==> src/rtl/gnn_result_collector_pkg.sv <==
// Shared types and defaults for the GNN result collector.
// The optional capture timeout is enabled with the RESULT_TIMEOUT_EN macro.
package gnn_result_collector_pkg;

  typedef enum logic [1:0] {
    COL_IDLE    = 2'd0,
    COL_COLLECT = 2'd1,
    COL_DRAIN   = 2'd2
  } collector_state_t;

  localparam int RES_W_DEF          = 21;
  localparam int NUM_NODES_DEF      = 4;
  localparam int MARGIN_W_DEF       = 16;
  localparam int TIMEOUT_CYCLES_DEF = 64;

  // Width of an index/counter able to hold 0..n-1, never narrower than one bit.
  function automatic int idx_width(input int n);
    return (n > 1) ? $clog2(n) : 1;
  endfunction

endpackage

==> src/rtl/gnn_result_collector_margin_sat.sv <==
// margin_sat: signed out1 - out0 saturated to MARGIN_W bits, plus the class bit.
module gnn_result_collector_margin_sat #(
  parameter int RES_W    = 21,
  parameter int MARGIN_W = 16
) (
  input  logic [RES_W-1:0]    out0,
  input  logic [RES_W-1:0]    out1,
  output logic [MARGIN_W-1:0] margin,
  output logic                cls
);

  localparam logic signed [RES_W:0] SAT_MAX =
    $signed({{(RES_W+2-MARGIN_W){1'b0}}, {(MARGIN_W-1){1'b1}}});
  localparam logic signed [RES_W:0] SAT_MIN =
    $signed({{(RES_W+2-MARGIN_W){1'b1}}, {(MARGIN_W-1){1'b0}}});

  logic signed [RES_W:0] diff;

  always_comb begin
    // One guard bit makes the subtraction of two RES_W values exact.
    diff = $signed({out1[RES_W-1], out1}) - $signed({out0[RES_W-1], out0});
    if (diff > SAT_MAX) begin
      margin = SAT_MAX[MARGIN_W-1:0];
    end else if (diff < SAT_MIN) begin
      margin = SAT_MIN[MARGIN_W-1:0];
    end else begin
      margin = diff[MARGIN_W-1:0];
    end
    cls = ~diff[RES_W] & (|diff);
  end

endmodule

==> src/rtl/gnn_result_collector.sv <==
// Captures per-node GNN outputs, then streams one classified record per node.
// Define RESULT_TIMEOUT_EN to force a drain of an incomplete frame after TIMEOUT_CYCLES.
//
// state       | meaning
// ------------+-------------------------------------------------------------
// COL_IDLE    | no slot held, waiting for the first strobe of a frame
// COL_COLLECT | some slots held, capturing until the mask is complete
// COL_DRAIN   | frame frozen, records presented in node order on m_*
module gnn_result_collector
  import gnn_result_collector_pkg::*;
#(
  parameter int NUM_NODES      = NUM_NODES_DEF,
  parameter int RES_W          = RES_W_DEF,
  parameter int MARGIN_W       = MARGIN_W_DEF,
  parameter int TIMEOUT_CYCLES = TIMEOUT_CYCLES_DEF
) (
  input  logic                                   clk,
  input  logic                                   rst,
  input  logic [NUM_NODES-1:0][1:0][RES_W-1:0]   res_val,
  input  logic [NUM_NODES-1:0][1:0]              res_strb,
  output logic                                   m_valid,
  input  logic                                   m_ready,
  output logic [idx_width(NUM_NODES)-1:0]        m_node,
  output logic                                   m_class,
  output logic [MARGIN_W-1:0]                    m_margin,
  output logic                                   m_last,
  output logic                                   m_err,
  output logic                                   busy,
  output logic                                   drop_err
);

  localparam int IDX_W = idx_width(NUM_NODES);
  localparam logic [IDX_W-1:0] LAST_IDX = IDX_W'(NUM_NODES - 1);

  collector_state_t                 state_q, state_d;
  logic [NUM_NODES-1:0][1:0]        mask_q, mask_d;
  logic [NUM_NODES-1:0][1:0][RES_W-1:0] bank_q, bank_d;
  logic [IDX_W-1:0]                 idx_q, idx_d;
  logic                             drop_q, drop_d;
  logic                             leave;
  logic                             cap_en;

`ifdef RESULT_TIMEOUT_EN
  localparam int TO_W = idx_width(TIMEOUT_CYCLES);
  localparam logic [TO_W-1:0] TO_LOAD = TO_W'(TIMEOUT_CYCLES - 1);
  logic [TO_W-1:0] cnt_q, cnt_d;
`endif

  always_comb begin
    state_d = state_q;
    mask_d  = mask_q;
    bank_d  = bank_q;
    idx_d   = idx_q;
    drop_d  = drop_q;
    leave   = (state_q == COL_DRAIN) && m_ready && (idx_q == LAST_IDX);
    // Capture is open outside DRAIN and on the very edge that leaves it.
    cap_en  = (state_q != COL_DRAIN) || leave;

    if (state_q == COL_DRAIN) begin
      if (m_ready) begin
        if (idx_q == LAST_IDX) begin
          state_d = COL_IDLE;
          mask_d  = '0;
          idx_d   = '0;
        end else begin
          idx_d = idx_q + IDX_W'(1);
        end
      end
      if ((|res_strb) && !leave) begin
        drop_d = 1'b1;
      end
    end

    if (cap_en) begin
      for (int n = 0; n < NUM_NODES; n++) begin
        for (int s = 0; s < 2; s++) begin
          if (res_strb[n][s]) begin
            bank_d[n][s] = res_val[n][s];
          end
        end
      end
      mask_d = mask_d | res_strb;
      if (&mask_d) begin
        state_d = COL_DRAIN;
      end else if (|mask_d) begin
        state_d = COL_COLLECT;
      end
    end

`ifdef RESULT_TIMEOUT_EN
    cnt_d = cnt_q;
    if (state_q == COL_COLLECT) begin
      if (state_d == COL_COLLECT) begin
        if (cnt_q == '0) begin
          state_d = COL_DRAIN;
        end else begin
          cnt_d = cnt_q - TO_W'(1);
        end
      end
    end else if (state_d == COL_COLLECT) begin
      cnt_d = TO_LOAD;
    end
`endif
  end

  always_ff @(posedge clk) begin
    if (rst) begin
      state_q <= COL_IDLE;
      mask_q  <= '0;
      bank_q  <= '0;
      idx_q   <= '0;
      drop_q  <= 1'b0;
`ifdef RESULT_TIMEOUT_EN
      cnt_q   <= '0;
`endif
    end else begin
      state_q <= state_d;
      mask_q  <= mask_d;
      bank_q  <= bank_d;
      idx_q   <= idx_d;
      drop_q  <= drop_d;
`ifdef RESULT_TIMEOUT_EN
      cnt_q   <= cnt_d;
`endif
    end
  end

  // Record fields: slots never captured this frame read as zero.
  logic [RES_W-1:0]    sel_out0, sel_out1;
  logic [MARGIN_W-1:0] sat_margin;
  logic                sat_class;

  assign sel_out0 = mask_q[idx_q][0] ? bank_q[idx_q][0] : '0;
  assign sel_out1 = mask_q[idx_q][1] ? bank_q[idx_q][1] : '0;

  gnn_result_collector_margin_sat #(
    .RES_W    (RES_W),
    .MARGIN_W (MARGIN_W)
  ) u_margin_sat (
    .out0   (sel_out0),
    .out1   (sel_out1),
    .margin (sat_margin),
    .cls    (sat_class)
  );

  assign m_valid  = (state_q == COL_DRAIN);
  assign m_node   = m_valid ? idx_q : '0;
  assign m_class  = m_valid & sat_class;
  assign m_margin = m_valid ? sat_margin : '0;
  assign m_last   = m_valid & (idx_q == LAST_IDX);
`ifdef RESULT_TIMEOUT_EN
  assign m_err    = m_valid & ~(&mask_q[idx_q]);
`else
  assign m_err    = 1'b0;
`endif
  assign busy     = (state_q != COL_IDLE);
  assign drop_err = drop_q;

endmodule

==> config.mk <==
export PLATFORM = sky130hd
export DESIGN_NAME = gnn_result_collector
export DESIGN_NICKNAME = d
export VERILOG_FILES = /design/src/rtl/gnn_result_collector_pkg.sv /design/src/rtl/gnn_result_collector_margin_sat.sv /design/src/rtl/gnn_result_collector.sv
export SDC_FILE = /design/constraint.sdc
export NUM_CORES = 1
export LEC_CHECK = 0
export CAP_MARGIN = 20
export CORE_MARGIN = 2
export CORE_UTILIZATION = 26
export CTS_BUF_LIST = sky130_fd_sc_hd__clkbuf_4
export DETAILED_ROUTE_END_ITERATION = 8
export PLACE_DENSITY = 0.56
export SKIP_LAST_GASP = 1
export SLEW_MARGIN = 5
export SYNTH_ARGS = -nofsm -noshare
export SYNTH_HDL_FRONTEND = slang
export SYNTH_SLANG_ARGS = --single-unit
==> constraint.sdc <==
create_clock -name clk -period 6.6 [get_ports clk]
set_input_delay 1.32 -clock clk [delete_from_list [all_inputs] [get_ports clk]]
set_output_delay 1.32 -clock clk [all_outputs]
set_load 0.02 [all_outputs]
==> metrics.txt <==
Leak=4.39 nW; core box area=34500 um2; GPL Wtd Cong=0.844; nets@finish=1492; Synth Cell Area=9100 um2; All-Layer GR Usage=0.176; drt total wl=32100 um; switch share=0.305; largest net degree at the start of global routing=105; Max Cap Viol=0; Min-Delay Path Class=reg2reg; #FFs+latches synth=181; CTS root buffer=clkbuf_4; # rows=68; sw power=732 uW; ys async rst share=0; antenna violations before repair=1; EDFF count, synth=0; Worst-path clk slew=0.15 ns; final setup vio count=0; YS warnings=0; first-pass GRT wire length=49000 um; CP Capture Type=output pin; Initial Utilization=0.263; Port Buffers=201; Req. time, crit path=5.28 ns; endpoints failing hold=0; Mapped Cells=1134; hold slack=0.462 ns; Place WS=0.276 ns; Num CTS Buffers=17; Slew Viols, Final=0; final worst setup slack=0.220 ns; CTS max path bufs=2; sequential share of the synthesized area=0.398; Int Pwr=1.67 mW; share of layout cells above drive strength 1=0.0936; Worst Max-Slew Pin Slew=1.01 ns; CP startpoint kind=register; Vias=8586; 1st-pass router iterations=5; Tmin final=6.38 ns; share of the core filled with cells=0.344; clock latency on the worst-skew pair=0.57 ns; average size of a mapped cell=8.02 um2; clock network fraction of total power=0.285; CP Class=reg2out; TritonCTS clock tree=done; unrepaired setup endpoints after global routing=true; WP data arrival=5.06 ns; Hold Buf Count CTS=0; HPWL Detailed=24100 um; Area Growth Syn to Fin=30.5%; via/cell ratio=4.88; Routed Antenna Nets=0; Worst Clk Skew=0.0309 ns; DRC violations left=0; Max-Slew Margin vs Limit=0.324; gr ovfl total=0; DRT iter0 DRCs=475; Die Wd=191 um; Die ar.=36500 um2; Cell Count, Final, Fillers Out=1759; CTS sink cnt=181; most common flop cell mapped by yosys=dfxtp_1; Distinct cells, synth=63; Die H=191 um; Tcrit/Tclk final=0.967; vias in the first global route=8556; Comb power frac=0.219; dpl cells=1721; Cell Pwr Density=202 nW/um2; worst-path fanout max=34; syn_nets=1336; sequential power share=0.496; fillcell total=3720; H-Tree Depth=4; outcome=finished, final reports clean; Peak VDD IR=0.139 mV; io pins=203; FMAX=157 MHz; WL per Instance=18.2 um
==> routing by layer <==
layer	vias to the layer above	track usage	routed length, um
met5	-	0	0
met4	0	0.0467	503
li1	4198	-	-
met3	25	0.0259	1430
met1	4121	0.236	14700
met2	242	0.296	15400
==> flip-flops by register name, indices dropped and copies added (netlist names) <==
| name | cells |
|---|---|
| bank_q | 168 |
| drop_err | 1 |
| idx_q | 2 |
| mask_q | 8 |
| state_q | 2 |
==> metrics by stage <==
stage | setup TNS (ns) | area [um2] | power (mW)
after detailed placement | 0 | 11400 | 1.73
final | 0 | 11900 | 2.40
after floorplan | 0 | 9100 | 1.50
after global placement | 0 | 11400 | 1.73
after CTS | 0 | 11800 | 2.41
after global routing | -0.0797 | 11900 | 2.51
==> cell type report <==
| class | count | area [um2] | area share |
|---|---|---|---|
| multi-input combinational | 866 | 5160 | 0.434 |
| sequential | 181 | 3630 | 0.306 |
| timing repair buffer | 215 | 2170 | 0.183 |
| tap | 455 | 569 | 0.0479 |
| clock inverter | 14 | 174 | 0.0146 |
| clock buffer | 18 | 135 | 0.0114 |
| inverter | 9 | 33.8 | 0.00284 |
| antenna | 1 | 2.50 | 0.000211 |
==> power groups by stage <==
stage,registers (mW),logic [mW],clock network (mW)
2_1_floorplan,1.20,0.297,0
3_3_place_gp,1.21,0.516,0
3_5_place_dp,1.21,0.515,0
4_1_cts,1.19,0.520,0.698
5_1_grt,1.20,0.573,0.743
6_report,1.19,0.525,0.684
==> kinds of logic (layout without fill, tap and decap cells) <==
logic type / after synthesis / count (layout) / synth area share
adders and majority gates: 23 / 23 / 0.0325
muxes: 46 / 46 / 0.110
other: 1 / 2 / 0.000412
AOI/OAI and AO/OA: 280 / 280 / 0.175
DFF: 181 / 181 / 0.398
xor gates and xnor gates: 13 / 13 / 0.0125
buffers and inverters: 87 / 256 / 0.0388
and+or+nand+nor: 503 / 503 / 0.233
==> final timing paths <==
path	depth (start not counted)	to	slack (ns)	start
setup / recovery	15	m_margin[2]	0.22	idx_q[1]$_SDFFE_PP0P_
hold / removal	2	bank_q[114]$_SDFFE_PP0P_	0.46	bank_q[114]$_SDFFE_PP0P_
setup reg to reg	7	bank_q[115]$_SDFFE_PP0P_	3.03	state_q[0]$_SDFF_PP0_
hold reg to reg	2	bank_q[114]$_SDFFE_PP0P_	0.46	bank_q[114]$_SDFFE_PP0P_
==> repair_timing <==
action | in CTS | in global routing
buffers inserted | 3 | 1
gates cloned | 0 | 0
resized for setup | 5 | 12
endpoints found under the setup margin | 15 | 16
pin swaps | 0 | 0
==> cell usage in the layout, fill, tap and decap left out, types with 5 or more instances in the layout <==
cell / instances
a21oi_2: 11
buf_4: 11
a21oi_1: 209
dlymetal6s2s_1: 5
nor2b_1: 21
ha_1: 20
inv_1: 9
nand2_1: 398
clkdlybuf4s50_1: 195
xnor2_1: 5
and2_1: 18
o21ai_0: 17
nor4_1: 8
nor3_1: 6
o21a_1: 5
nand3_1: 9
clkbuf_4: 18
xor2_1: 7
dfxtp_1: 179
mux4_2: 43
nor2_1: 22
==> critical path, stage by stage, from the launching register on <==
cell and delay, ns:
dfxtp_4 0.40, buf_12 0.23, mux4_2 0.52, and2_1 0.17, ha_1 0.19, inv_1 0.07
fa_1 0.26, a211oi_2 0.11, o21ai_1 0.21, nand3_2 0.16, mux2i_1 0.15, or4b_4 0.56
nor4_4 0.33, a31oi_4 0.25, a21oi_1 0.22, clkdlybuf4s50_1 0.62
==> cell usage after synthesis, types with 3 or more instances <==
| master | instances | area share |
|---|---|---|
| a21o_1 | 3 | 0.0025 |
| xnor2_1 | 6 | 0.0058 |
| xor2_1 | 7 | 0.0067 |
| nor4_1 | 8 | 0.0055 |
| nor3_1 | 6 | 0.0033 |
| nor3b_1 | 3 | 0.0025 |
| o21a_1 | 5 | 0.0041 |
| clkbuf_1 | 69 | 0.028 |
| mux4_2 | 43 | 0.11 |
| nor2_1 | 22 | 0.0091 |
| ha_1 | 22 | 0.030 |
| nand2_1 | 398 | 0.16 |
| a31oi_1 | 3 | 0.0021 |
| o21ai_0 | 18 | 0.0099 |
| nor2b_1 | 21 | 0.014 |
| dfxtp_1 | 181 | 0.40 |
| or2_2 | 3 | 0.0021 |
| inv_1 | 9 | 0.0037 |
| o211ai_1 | 3 | 0.0025 |
| nand2b_1 | 3 | 0.0021 |
| a21oi_2 | 11 | 0.011 |
| a311o_1 | 3 | 0.0033 |
| and2_1 | 18 | 0.012 |
| nand3_1 | 9 | 0.0050 |
| o21ai_1 | 3 | 0.0016 |
| buf_2 | 3 | 0.0016 |
| a21oi_1 | 209 | 0.11 |
No activity file was read; power rests on OpenSTA's default activity.
